### src/rtl/apb_2_axi4_lite_bridge.sv
// APB4 slave to AXI4-Lite master bridge: one outstanding transfer. Writes complete on the
// B response, AXI SLVERR/DECERR map onto pslverr, and a stalled transfer aborts on timeout.
module apb_2_axi4_lite_bridge #(
   parameter int ADDR_WTH    = 10,
   parameter int DATA_WTH    = 32,
   parameter int TIMEOUT_WTH = 8,
   parameter int ERRCNT_WTH  = 16
) (
   input  logic                    clk,
   input  logic                    rstn,
   input  logic [ADDR_WTH-1:0]     s_apb_paddr,
   input  logic                    s_apb_psel,
   input  logic                    s_apb_penable,
   input  logic                    s_apb_pwrite,
   input  logic [DATA_WTH-1:0]     s_apb_pwdata,
   input  logic [DATA_WTH/8-1:0]   s_apb_pstrb,
   input  logic [2:0]              s_apb_pprot,
   output logic                    s_apb_pready,
   output logic [DATA_WTH-1:0]     s_apb_prdata,
   output logic                    s_apb_pslverr,
   output logic [ADDR_WTH-1:0]     m_axi_awaddr,
   output logic [2:0]              m_axi_awprot,
   output logic                    m_axi_awvalid,
   input  logic                    m_axi_awready,
   output logic [DATA_WTH-1:0]     m_axi_wdata,
   output logic [DATA_WTH/8-1:0]   m_axi_wstrb,
   output logic                    m_axi_wvalid,
   input  logic                    m_axi_wready,
   input  logic [1:0]              m_axi_bresp,
   input  logic                    m_axi_bvalid,
   output logic                    m_axi_bready,
   output logic [ADDR_WTH-1:0]     m_axi_araddr,
   output logic [2:0]              m_axi_arprot,
   output logic                    m_axi_arvalid,
   input  logic                    m_axi_arready,
   input  logic [DATA_WTH-1:0]     m_axi_rdata,
   input  logic [1:0]              m_axi_rresp,
   input  logic                    m_axi_rvalid,
   output logic                    m_axi_rready,
   output logic [ERRCNT_WTH-1:0]   err_cnt,
   output logic                    timeout_flag,
   input  logic                    timeout_clr
);

   localparam int STRB_WTH = DATA_WTH / 8;
   localparam logic [TIMEOUT_WTH-1:0] TMO_ZERO = {TIMEOUT_WTH{1'b0}};
   localparam logic [TIMEOUT_WTH-1:0] TMO_ONE  = {{(TIMEOUT_WTH-1){1'b0}}, 1'b1};
   // Abort on the edge where the count would reach all-ones.
   localparam logic [TIMEOUT_WTH-1:0] TMO_LAST = {{(TIMEOUT_WTH-1){1'b1}}, 1'b0};
   localparam logic [ERRCNT_WTH-1:0]  ERR_ONE  = {{(ERRCNT_WTH-1){1'b0}}, 1'b1};
   localparam logic [ERRCNT_WTH-1:0]  ERR_MAX  = {ERRCNT_WTH{1'b1}};
   localparam logic [DATA_WTH-1:0]    DATA_ZERO = {DATA_WTH{1'b0}};

   typedef enum logic [2:0] {
      IDLE  = 3'd0,
      WREQ  = 3'd1,
      WRESP = 3'd2,
      RREQ  = 3'd3,
      RRESP = 3'd4,
      DONE  = 3'd5
   } state_t;

   state_t                  state_r, state_s;
   logic [ADDR_WTH-1:0]     addr_r;
   logic [DATA_WTH-1:0]     wdata_r;
   logic [STRB_WTH-1:0]     strb_r;
   logic [2:0]              prot_r;
   logic                    awvalid_r, awvalid_s;
   logic                    wvalid_r, wvalid_s;
   logic                    arvalid_r, arvalid_s;
   logic                    bready_r, bready_s;
   logic                    rready_r, rready_s;
   logic                    err_r, err_s;
   logic                    tmo_r, tmo_s;
   logic [DATA_WTH-1:0]     prdata_r, prdata_s;
   logic [TIMEOUT_WTH-1:0]  cnt_r, cnt_s;
   logic                    cap_s;
   logic                    tlast_s;
   logic                    pready_r;
   logic                    pslverr_r;
   logic [ERRCNT_WTH-1:0]   err_cnt_r;
   logic                    tflag_r;
   logic                    unused_s;

   // Only the error bit of each response is meaningful to APB.
   assign unused_s = ^{m_axi_bresp[0], m_axi_rresp[0]};

   // Next-state, handshake and timeout decode.
   always_comb begin
      state_s   = state_r;
      awvalid_s = awvalid_r;
      wvalid_s  = wvalid_r;
      arvalid_s = arvalid_r;
      bready_s  = 1'b0;
      rready_s  = 1'b0;
      err_s     = err_r;
      tmo_s     = tmo_r;
      prdata_s  = prdata_r;
      cnt_s     = cnt_r;
      cap_s     = 1'b0;
      tlast_s   = (cnt_r == TMO_LAST);
      case (state_r)
         IDLE: begin
            cnt_s = TMO_ZERO;
            if (s_apb_psel && !s_apb_penable) begin
               cap_s = 1'b1;
               err_s = 1'b0;
               tmo_s = 1'b0;
               if (s_apb_pwrite) begin
                  state_s   = WREQ;
                  awvalid_s = 1'b1;
                  wvalid_s  = 1'b1;
               end else begin
                  state_s   = RREQ;
                  arvalid_s = 1'b1;
               end
            end else begin
               state_s = IDLE;
            end
         end
         WREQ: begin
            cnt_s     = cnt_r + TMO_ONE;
            awvalid_s = awvalid_r & ~m_axi_awready;
            wvalid_s  = wvalid_r & ~m_axi_wready;
            if (tlast_s) begin
               awvalid_s = 1'b0;
               wvalid_s  = 1'b0;
               err_s     = 1'b1;
               tmo_s     = 1'b1;
               state_s   = DONE;
            end else if (!awvalid_s && !wvalid_s) begin
               state_s  = WRESP;
               bready_s = 1'b1;
            end else begin
               state_s = WREQ;
            end
         end
         WRESP: begin
            cnt_s = cnt_r + TMO_ONE;
            // A response arriving on the terminal cycle still counts as a real completion.
            if (m_axi_bvalid) begin
               err_s   = m_axi_bresp[1];
               state_s = DONE;
            end else if (tlast_s) begin
               err_s   = 1'b1;
               tmo_s   = 1'b1;
               state_s = DONE;
            end else begin
               bready_s = 1'b1;
            end
         end
         RREQ: begin
            cnt_s     = cnt_r + TMO_ONE;
            arvalid_s = arvalid_r & ~m_axi_arready;
            if (tlast_s) begin
               arvalid_s = 1'b0;
               err_s     = 1'b1;
               tmo_s     = 1'b1;
               prdata_s  = DATA_ZERO;
               state_s   = DONE;
            end else if (!arvalid_s) begin
               state_s  = RRESP;
               rready_s = 1'b1;
            end else begin
               state_s = RREQ;
            end
         end
         RRESP: begin
            cnt_s = cnt_r + TMO_ONE;
            if (m_axi_rvalid) begin
               prdata_s = m_axi_rdata;
               err_s    = m_axi_rresp[1];
               state_s  = DONE;
            end else if (tlast_s) begin
               prdata_s = DATA_ZERO;
               err_s    = 1'b1;
               tmo_s    = 1'b1;
               state_s  = DONE;
            end else begin
               rready_s = 1'b1;
            end
         end
         DONE: begin
            cnt_s   = TMO_ZERO;
            state_s = IDLE;
         end
         default: begin
            awvalid_s = 1'b0;
            wvalid_s  = 1'b0;
            arvalid_s = 1'b0;
            cnt_s     = TMO_ZERO;
            state_s   = IDLE;
         end
      endcase
   end

   // State, AXI channel registers and captured APB request.
   always_ff @(posedge clk or negedge rstn) begin
      if (!rstn) begin
         state_r   <= IDLE;
         addr_r    <= {ADDR_WTH{1'b0}};
         wdata_r   <= DATA_ZERO;
         strb_r    <= {STRB_WTH{1'b0}};
         prot_r    <= 3'b000;
         awvalid_r <= 1'b0;
         wvalid_r  <= 1'b0;
         arvalid_r <= 1'b0;
         bready_r  <= 1'b0;
         rready_r  <= 1'b0;
         err_r     <= 1'b0;
         tmo_r     <= 1'b0;
         prdata_r  <= DATA_ZERO;
         cnt_r     <= TMO_ZERO;
      end else begin
         state_r   <= state_s;
         awvalid_r <= awvalid_s;
         wvalid_r  <= wvalid_s;
         arvalid_r <= arvalid_s;
         bready_r  <= bready_s;
         rready_r  <= rready_s;
         err_r     <= err_s;
         tmo_r     <= tmo_s;
         prdata_r  <= prdata_s;
         cnt_r     <= cnt_s;
         if (cap_s) begin
            addr_r  <= s_apb_paddr;
            wdata_r <= s_apb_pwdata;
            strb_r  <= s_apb_pstrb;
            prot_r  <= s_apb_pprot;
         end else begin
            addr_r  <= addr_r;
            wdata_r <= wdata_r;
            strb_r  <= strb_r;
            prot_r  <= prot_r;
         end
      end
   end

   // APB completion, error counter and sticky timeout flag, all updated as DONE retires.
   always_ff @(posedge clk or negedge rstn) begin
      if (!rstn) begin
         pready_r  <= 1'b0;
         pslverr_r <= 1'b0;
         err_cnt_r <= {ERRCNT_WTH{1'b0}};
         tflag_r   <= 1'b0;
      end else begin
         pready_r  <= (state_r == DONE);
         pslverr_r <= (state_r == DONE) & err_r;
         if ((state_r == DONE) && err_r && (err_cnt_r != ERR_MAX)) begin
            err_cnt_r <= err_cnt_r + ERR_ONE;
         end else begin
            err_cnt_r <= err_cnt_r;
         end
         // A timeout set beats a coincident clear.
         if ((state_r == DONE) && tmo_r) begin
            tflag_r <= 1'b1;
         end else if (timeout_clr) begin
            tflag_r <= 1'b0;
         end else begin
            tflag_r <= tflag_r;
         end
      end
   end

   assign s_apb_pready  = pready_r;
   assign s_apb_pslverr = pslverr_r;
   assign s_apb_prdata  = prdata_r;
   assign m_axi_awaddr  = addr_r;
   assign m_axi_awprot  = prot_r;
   assign m_axi_awvalid = awvalid_r;
   assign m_axi_wdata   = wdata_r;
   assign m_axi_wstrb   = strb_r;
   assign m_axi_wvalid  = wvalid_r;
   assign m_axi_bready  = bready_r;
   assign m_axi_araddr  = addr_r;
   assign m_axi_arprot  = prot_r;
   assign m_axi_arvalid = arvalid_r;
   assign m_axi_rready  = rready_r;
   assign err_cnt       = err_cnt_r;
   assign timeout_flag  = tflag_r;

endmodule

### config.mk
export PLATFORM = sky130hd
export DESIGN_NAME = apb_2_axi4_lite_bridge
export DESIGN_NICKNAME = d
export VERILOG_FILES = /design/src/rtl/apb_2_axi4_lite_bridge.sv
export SDC_FILE = /design/constraint.sdc
export NUM_CORES = 1
export LEC_CHECK = 0
export BUFFER_PORTS_ARGS = -buffer_cell sky130_fd_sc_hd__buf_2
export CORE_AREA = 2 2 103 105
export DETAILED_ROUTE_END_ITERATION = 8
export DIE_AREA = 0 0 105 107
export GPL_TIMING_DRIVEN = 0
export HOLD_SLACK_MARGIN = 0.12
export PLACE_DENSITY = 0.85
export SYNTH_ARGS = -nofsm -noshare
export SYNTH_HDL_FRONTEND = slang
export SYNTH_SLANG_ARGS = --single-unit
### constraint.sdc
create_clock -name clk -period 3.4 [get_ports clk]
set_clock_uncertainty 0.05 [all_clocks]
set_input_delay 1.02 -clock clk [delete_from_list [all_inputs] [get_ports clk]]
set_output_delay 1.02 -clock clk [all_outputs]
set_load 0.01 [all_outputs]
**Word level (Yosys, flattened, before mapping)**

Cells that the tools add are included.

- Add/subtract/negate cells: 2
- Reductions and logical operators: 20
- Muxes and demuxes: 46
- Bitwise operators: 9
- Equal/unequal tests: 12

Operators by type and width:

| kind | count |
|---|---|
| two-way mux 32 bit | 2 |
| one-hot mux 32 bit (2 select lines) | 1 |
| two-way mux 1 bit | 25 |
| two-way mux 3 bit | 7 |
| adder 16 x 1 -> 16 bit (second input constant) | 1 |
| inequality test 16 bit (second input constant) | 1 |
| one-hot mux 3 bit (5 select lines) | 1 |
| OR reduction 4 bit | 3 |
| inequality test 2 bit (second input constant) | 5 |
| one-hot mux 1 bit (3 select lines) | 3 |
| adder 8 x 1 -> 8 bit (second input constant) | 1 |
| equality test 8 bit (second input constant) | 1 |
| two-way mux 8 bit | 1 |
| one-hot mux 1 bit (4 select lines) | 2 |
| equality test 3 x 2 -> 1 bit (second input constant) | 2 |
| equality test 3 bit (second input constant) | 2 |
| AND reduction 3 bit | 2 |
| logical AND 1 bit | 5 |
| inverter 1 bit | 5 |
| bitwise AND 1 bit | 4 |
| two-way mux 2 bit | 2 |
| one-hot mux 1 bit (2 select lines) | 2 |
| AND reduction 4 bit | 1 |
| nonzero test 2 bit | 2 |
| other kinds (6) | 8 |

- Flip-flop bits (word level): 118
- Logic and storage cells: 107

**Logic depth before layout (Yosys ltp)**

Gate-level depths: netlist of run 1.

- Depth after elaboration: 7
- Mapped depth: 7
- Gate-level depth less buffers: 6

**Worst setup path after synthesis of run 1**

OpenSTA, ideal clock, no wires.

- Path kind: input to register
- Start: input port s_apb_penable
- End: register addr_r[0] (netlist: m_axi_araddr[0])
- Path buffers: 2
- Arrival: 2038 ps
- Stages on the path: 6
- Setup time: 117 ps
- Slack: 1194 ps
- Path through: nand2b_1 or4_1 clkbuf_1 clkbuf_1 nand2_1 nand2_1

- Longest elaborated chain between the ends: 4

Ends and longest elaborated chain:

| what | line | RTL |
|---|---|---|
| start: declaration | 13 | `input logic s_apb_penable,` |
| zero test 1 bit | 105 | `if (s_apb_psel && !s_apb_penable) begin` |
| logical AND 1 bit | 105 |  |
| two-way mux 1 bit | 105 |  |
| two-way mux 1 bit | 102 | `case (state_r)` |
| end signal: assignment | 201 | `addr_r <= {ADDR_WTH{1'b0}};` |
| end signal: assignment | 226 | `addr_r <= s_apb_paddr;` |
| end signal: assignment | 231 | `addr_r <= addr_r;` |
| end: declaration | 64 | `logic [ADDR_WTH-1:0] addr_r;` |

No other way between the ends.
A chain may end at the register's enable or synchronous reset.

**Worst setup path in the final report of run 1**

- Start: input port s_apb_penable
- End: register wdata_r[17] (netlist: m_axi_wdata[17])

- Longest elaborated chain between the ends: 4

Ends and longest elaborated chain:

| what | line | RTL |
|---|---|---|
| zero test 1 bit | 105 |  |
| logical AND 1 bit | 105 |  |
| two-way mux 1 bit | 105 |  |
| two-way mux 1 bit | 102 |  |
| end signal: assignment | 227 | `wdata_r <= s_apb_pwdata;` |
| end signal: assignment | 232 | `wdata_r <= wdata_r;` |
| end: declaration | 65 | `logic [DATA_WTH-1:0] wdata_r;` |

No other way between the ends.

==> impl_metrics.ini, run 1 <==
[run_status]
result_of_the_run = finished clean

[clock_tree]
htree_levels = 4
cts.sink_count = 118
clock_tree_from_tritoncts = yes
cts_resized = 0
clock_latency_ps = 510
clock_tree_root = clkbuf_8
cts-root-to-sink-buffers = 2
cts.clk_slew.worst_paths_ps = 60
cts_hold_buffers = 0
cts_setup_buffers = 0
tritoncts.num_buffers = 17

[setup_path]
timing.critical_path.arrival_ps = 2870
critical_path_class = in2reg
cp-start-kind = input port
end_kind = register
path_max_fanout = 10
critical_path_required_ps = 3790

[yosys]
ys_warn_count = 0
synth-seq-area-share_pct = 59.81
synth_flop_cell = dfrtp_1
postSynth.asyncResetShare_pct = 100.0
synthCells = 482
postSynthAreaPerCell_um2 = 10.24
synth_edf_count = 0
yosys.cell_types.count = 48
postSynthNetCount = 581
ys_ff_latch = 118
syn-cell-area_um2 = 4937

[sta]
fin_crit_ps = 2472
timing.max_slew.rel_slack_pct = 20.07
timing.fmax_ghz = 0.4045
rsz0062_at_grt = no
postLayoutSetupSlackWorst_ps = 927.7
final-setup-viol-count = 0
final-max-slew-violation-count = 0
hold_violations = 0
worst-slew-pin-transition_ps = 1188
final_period_util_pct = 72.71

[finish]
drive_above_1_share_pct = 37.47
finalNonFillerCells = 862
final_cell_area_um2 = 6824
finalNetCount = 812
layout_common_cells = 219 x buf_2, 158 x nand2_1, 118 x dfrtp_1, 34 x a22o_1, 19 x nor2_1
n_antenna_cell = 0
growth_of_design_area_from_synthesis_to_finish_pct = 38.22
layout.cells.most_common = buf_2

[worst_hold_path]
min_path_type = in2async

[floorplanning]
initial_core_util_pct = 48.92
die_w_um = 105
die_height_um = 107
std_cell_rows = 37
die-area_um2 = 11240
floorplan.core_area_um2 = 10090
io_pins = 214

[drt]
detailroute.via_count = 4342
antenna_left = 0
detail_route.wl_per_cell_um = 14.75
post_drt_via_cell_ratio = 5.037
firstDrtPassIters = 4
route.detailed.drc = 0
postRouteWirelength_um = 12710
drt-initial-drc-count = 338

[place]
place.detailed.hpwl_um = 9385
placement.setup.worst_slack_ps = 414.9
io_buffers = 211
postPlaceCellArea_um2 = 6197
finalWeightedCongestion = 0.8414
post-place-cells = 830

[job]
max_cap_violations = 0

[pwr]
ir_drop_v = 0.0004907
total_power_mw = 6.121
power_density_nw_per_um2 = 897.0
leakage_power_summed_over_all_cells_nw = 3.739

[global_route]
first_pass_grt_wire_length_um = 20610
total_track_usage_pct = 23.42
grt-ovfl-total = 0
grt_start_max_net_pins = 61
grt_antenna_before_repair = 1
via_count_of_the_first_global_routing_pass = 4301
[flip-flops by register name, summed over array words and instances (netlist names)]
name	cells
m_axi_wdata	32
s_apb_prdata	32
err_cnt	16
m_axi_araddr	10
cnt_r	8
m_axi_wstrb	4
m_axi_arprot	3
state_r	3
err_r	1
m_axi_arvalid	1
m_axi_awvalid	1
m_axi_bready	1
m_axi_rready	1
m_axi_wvalid	1
s_apb_pready	1
s_apb_pslverr	1
timeout_flag	1
tmo_r	1
[cells by family (layout without fill, tap and decap cells)]
family	Yosys count	after routing	share of synthesized area, %
flops	118	118	59.81
buf+inv	43	287	4.485
compound gates	58	58	9.478
mux	3	3	0.6842
fa+ha+maj	3	3	0.7603
simple gates	239	239	21.59
xor+xnor	18	18	3.193
[worst max-delay path, cell delays in order]
cell,delay (ps)
buf_2,90
nand2b_1,200
nor4_1,920
clkbuf_1,440
nand2_1,110
nand2_1,80
[where the power goes]
part,internal [mW],switching (mW),leakage (nW)
clock network,1.22,0.645,0.294
registers,1.93,0.331,1.47
logic,0.910,1.08,1.98
[routing by layer]
metal	GRT usage (%)	routed length, um	share of wire [%]
met1	28.59	5358	42
met4	9.810	244	1.9
met2	38.40	6104	48
met3	7.660	991	7.8
met5	0	13	0.10
[layout make-up]
type,count,area (um^2)
Buffer,37,198.9
Clock inverter,14,198.9
Fill cell,783,3268
Inverter,6,22.52
Multi-Input combinational cell,321,1763
Sequential cell,118,2953
Tap cell,136,170.2
Timing Repair Buffer,212,1090
Clock buffer,18,427.9
[metrics by stage]
step	setup TNS (ps)	hold WS (ps)	util (%)
after global placement	-9648	405.4	61.07
final	0	423.2	67.62
after detailed placement	0	407.6	61.41
after floorplan	0	416.2	-
after global routing	0	448.8	67.62
after CTS	0	426.6	67.62
[path summary, 6_finish.rpt]
path                                   end             from  slack [ps]  cells after the start
max                        m_axi_wdata[17]    s_apb_penable         930                      6
min                            err_cnt[12]             rstn         420                      1
max reg2reg                m_axi_wdata[17]       state_r[0]         990                      5
min reg2reg                m_axi_wdata[27]  m_axi_wdata[27]         420                      2
max in group asynchronous   m_axi_wdata[0]             rstn        2210                      2
min in group clk           m_axi_wdata[27]  m_axi_wdata[27]         420                      2
[synth_stat cells (all sizes together) (3+ instances only)]
cell type	n	area share (%)
a21oi	4	0.41
a22o	34	6.0
buf	22	2.9
clkbuf	15	1.1
dfrtp	118	60
ha	3	0.76
inv	6	0.46
mux2	3	0.68
nand2	158	12
nand2b	7	0.89
nand3	15	1.5
nand4	5	0.63
nor2	20	1.7
nor2b	7	0.89
nor3	5	0.61
nor4	4	0.63
o2111ai	4	0.71
o21ai	4	0.41
or3	3	0.38
xnor2	8	1.4
xor2	10	1.8
(Power assumes the default switching activity.)
==> run 2: changes to the inputs <==
ABC_AREA = 1   (was not set)
CORE_AREA = 2 2 108 110   (was 2 2 103 105)
DIE_AREA = 0 0 110 112   (was 0 0 105 107)
PLACE_DENSITY = 0.82   (was 0.85)
clock period = 2.35 ns   (was 3.4 ns; I/O delays follow)
==> impl_metrics.ini, run 2 <==
[pwr]
switching_share_pct = 33.99
power_density_nw_per_um2 = 1264
ir_drop_v = 0.0005958
total_power_mw = 9.201
switching_power_of_the_nets_mw = 3.128
power.share.clock_pct = 32.2
power_frac_comb_pct = 32.5
leakage_power_summed_over_all_cells_nw = 4.226
power.sequential.fraction_pct = 35.3
power.internal_mw = 6.074

[drt]
drt-initial-drc-count = 290
post_drt_via_cell_ratio = 4.809
antenna_left = 0
route.detailed.drc = 0
firstDrtPassIters = 4
detail_route.wl_per_cell_um = 12.99
postRouteWirelength_um = 13550
detailroute.via_count = 5016

[run_status]
result_of_the_run = finished clean

[global_route]
grt_start_max_net_pins = 63
via_count_of_the_first_global_routing_pass = 4850
grt_antenna_before_repair = 0
total_track_usage_pct = 22.83
first_pass_grt_wire_length_um = 21960
grt-ovfl-total = 0

[clock_tree]
cts.clk_slew.worst_paths_ps = 60
clock_latency_ps = 400
tritoncts.num_buffers = 17
htree_levels = 4
cts_setup_buffers = 0
cts_hold_buffers = 0
clock_tree_root = clkbuf_16
clock_tree_from_tritoncts = yes
cts-root-to-sink-buffers = 2
cts.sink_count = 118
cts_resized = 0

[yosys]
postSynth.asyncResetShare_pct = 100.0
synth_top_cells_by_area = dfrtp_1 55%, nand2_1 22%, nand3_1 4.7%, buf_4 2.7%, nor2_1 2.5%
synth_edf_count = 0
synth-seq-area-share_pct = 55.39
synth_largest_area_cell = dfrtp_1
ys_warn_count = 0
yosys-top-cells-count = 317 x nand2_1, 118 x dfrtp_1, 50 x nand3_1
ys_ff_latch = 118
postSynthAreaPerCell_um2 = 8.127
yosysMostFrequentCell = nand2_1
synth_flop_cell = dfrtp_1
syn-cell-area_um2 = 5331
synthCells = 656
postSynthNetCount = 755
yosys.cell_types.count = 28
synth.top_cell.area_share_pct = 55.39

[finish]
layout.cells.most_common = nand2_1
layout_common_cells = 317 x nand2_1, 223 x buf_2, 118 x dfrtp_1, 50 x nand3_1, 35 x nor2_1
final_cell_area_um2 = 7281
growth_of_design_area_from_synthesis_to_finish_pct = 36.56
n_antenna_cell = 0
post-route-util_pct = 65.16
fillers = 959
finalNetCount = 986
finalNonFillerCells = 1043
drive_above_1_share_pct = 32.67

[place]
place.detailed.hpwl_um = 10000
postPlaceCellArea_um2 = 6600
placement.setup.worst_slack_ps = 420.6
finalWeightedCongestion = 0.8613
io_buffers = 211
post-place-cells = 1011

[job]
max_cap_violations = 0

[setup_path]
master_of_the_slowest_instance_on_the_critical_path = dfrtp_1
cp-start-kind = register
end_kind = output pin
critical_path_required_ps = 1590
path_cells = buf_4, buf_2
critical_path_class = reg2out
crit_path_max_incr_delay_ps = 400
path_max_fanout = 3
timing.critical_path.arrival_ps = 1070

[sta]
final-max-slew-violation-count = 0
final-setup-viol-count = 0
fin_crit_ps = 1828
worst_hold_slack_across_all_endpoints_ps = 193.5
hold_violations = 0
rsz0062_at_grt = no
total_negative_setup_slacks_ps = 0
postLayoutSetupSlackWorst_ps = 522.5
worst-slew-pin-transition_ps = 554.6
final_period_util_pct = 77.77
timing.max_slew.rel_slack_pct = 63.03
timing.fmax_ghz = 0.5472

[floorplanning]
die_w_um = 110
io_pins = 214
die-area_um2 = 12320
floorplan.core_area_um2 = 11170
initial_core_util_pct = 47.71
std_cell_rows = 39
die_height_um = 112

[worst_hold_path]
min_path_type = in2async
[run 2: cell types whose count changed after synthesis, moves of 7 or more]
cell | previous run | this run
nand2_1 | 158 | 317
nand3_1 | 15 | 50
a22o_1 | 34 | 0
inv_1 | 6 | 34
nor2_1 | 19 | 35
clkbuf_1 | 15 | 0
o21ai_0 | 4 | 12
nand2b_1 | 7 | 0
nor2b_1 | 7 | 0
[run 2: worst max-delay path, delay by kind of cell, from the launching register on]
family,cells,cell delay (ps)
flip-flops,1,400
buffers and inverters,2,270
[run 2: layer usage]
layer  share of wire [%]  routed length, um  GRT usage [%]  vias up
li1                    -                  -              -     2493
met1                  41               5509          26.98     2305
met2                  49               6684          38.36      191
met3                 8.2               1116          7.787       27
met4                 1.8                240          7.932        0
met5                   0                  0              0        -
[run 2: path summary, 6_finish.rpt]
check / end / startpoint / cells past startpoint / slack (ps)
min in group clk: m_axi_wdata[14] / m_axi_wdata[14] / 2 / 410
worst min register to register: m_axi_wdata[14] / m_axi_wdata[14] / 2 / 410
worst max-delay path: m_axi_awaddr[2] / m_axi_araddr[2] / 2 / 520
worst max register to register: m_axi_wdata[28] / state_r[0] / 6 / 580
max in group asynchronous: m_axi_wdata[24] / rstn / 2 / 1360
worst min-delay path: s_apb_prdata[9] / rstn / 1 / 190
[run 2: power groups by stage]
stage / registers, mW / logic, mW / clock network, mW
after floorplan: 3.58 / 1.39 / 0
after global placement: 3.25 / 2.92 / 0
after detailed placement: 3.26 / 3.02 / 0
after CTS: 3.25 / 3.03 / 3.01
after global routing: 3.34 / 3.39 / 3.12
final: 3.25 / 2.99 / 2.96
[run 2: cell type report]
class	instances	area, um^2	share of cell area [%]
inverters	40	150.1	2.062
well taps	143	178.9	2.457
clock inverters	12	224.0	3.076
multi-input cells	464	2006	27.55
plain buffers	34	222.7	3.059
clock buffers	20	456.7	6.273
flip-flops and latches	118	2953	40.56
repair buffers	212	1090	14.97
[run 2: cells by family after synthesis]
group,synth area share (%)
AND/OR/NAND/NOR,32.95
flip-flops,55.39
buffers and inverters,6.994
AO/OA/AOI/OAI,2.159
XOR/XNOR,1.807
adder cells (fa/ha/maj),0.7041
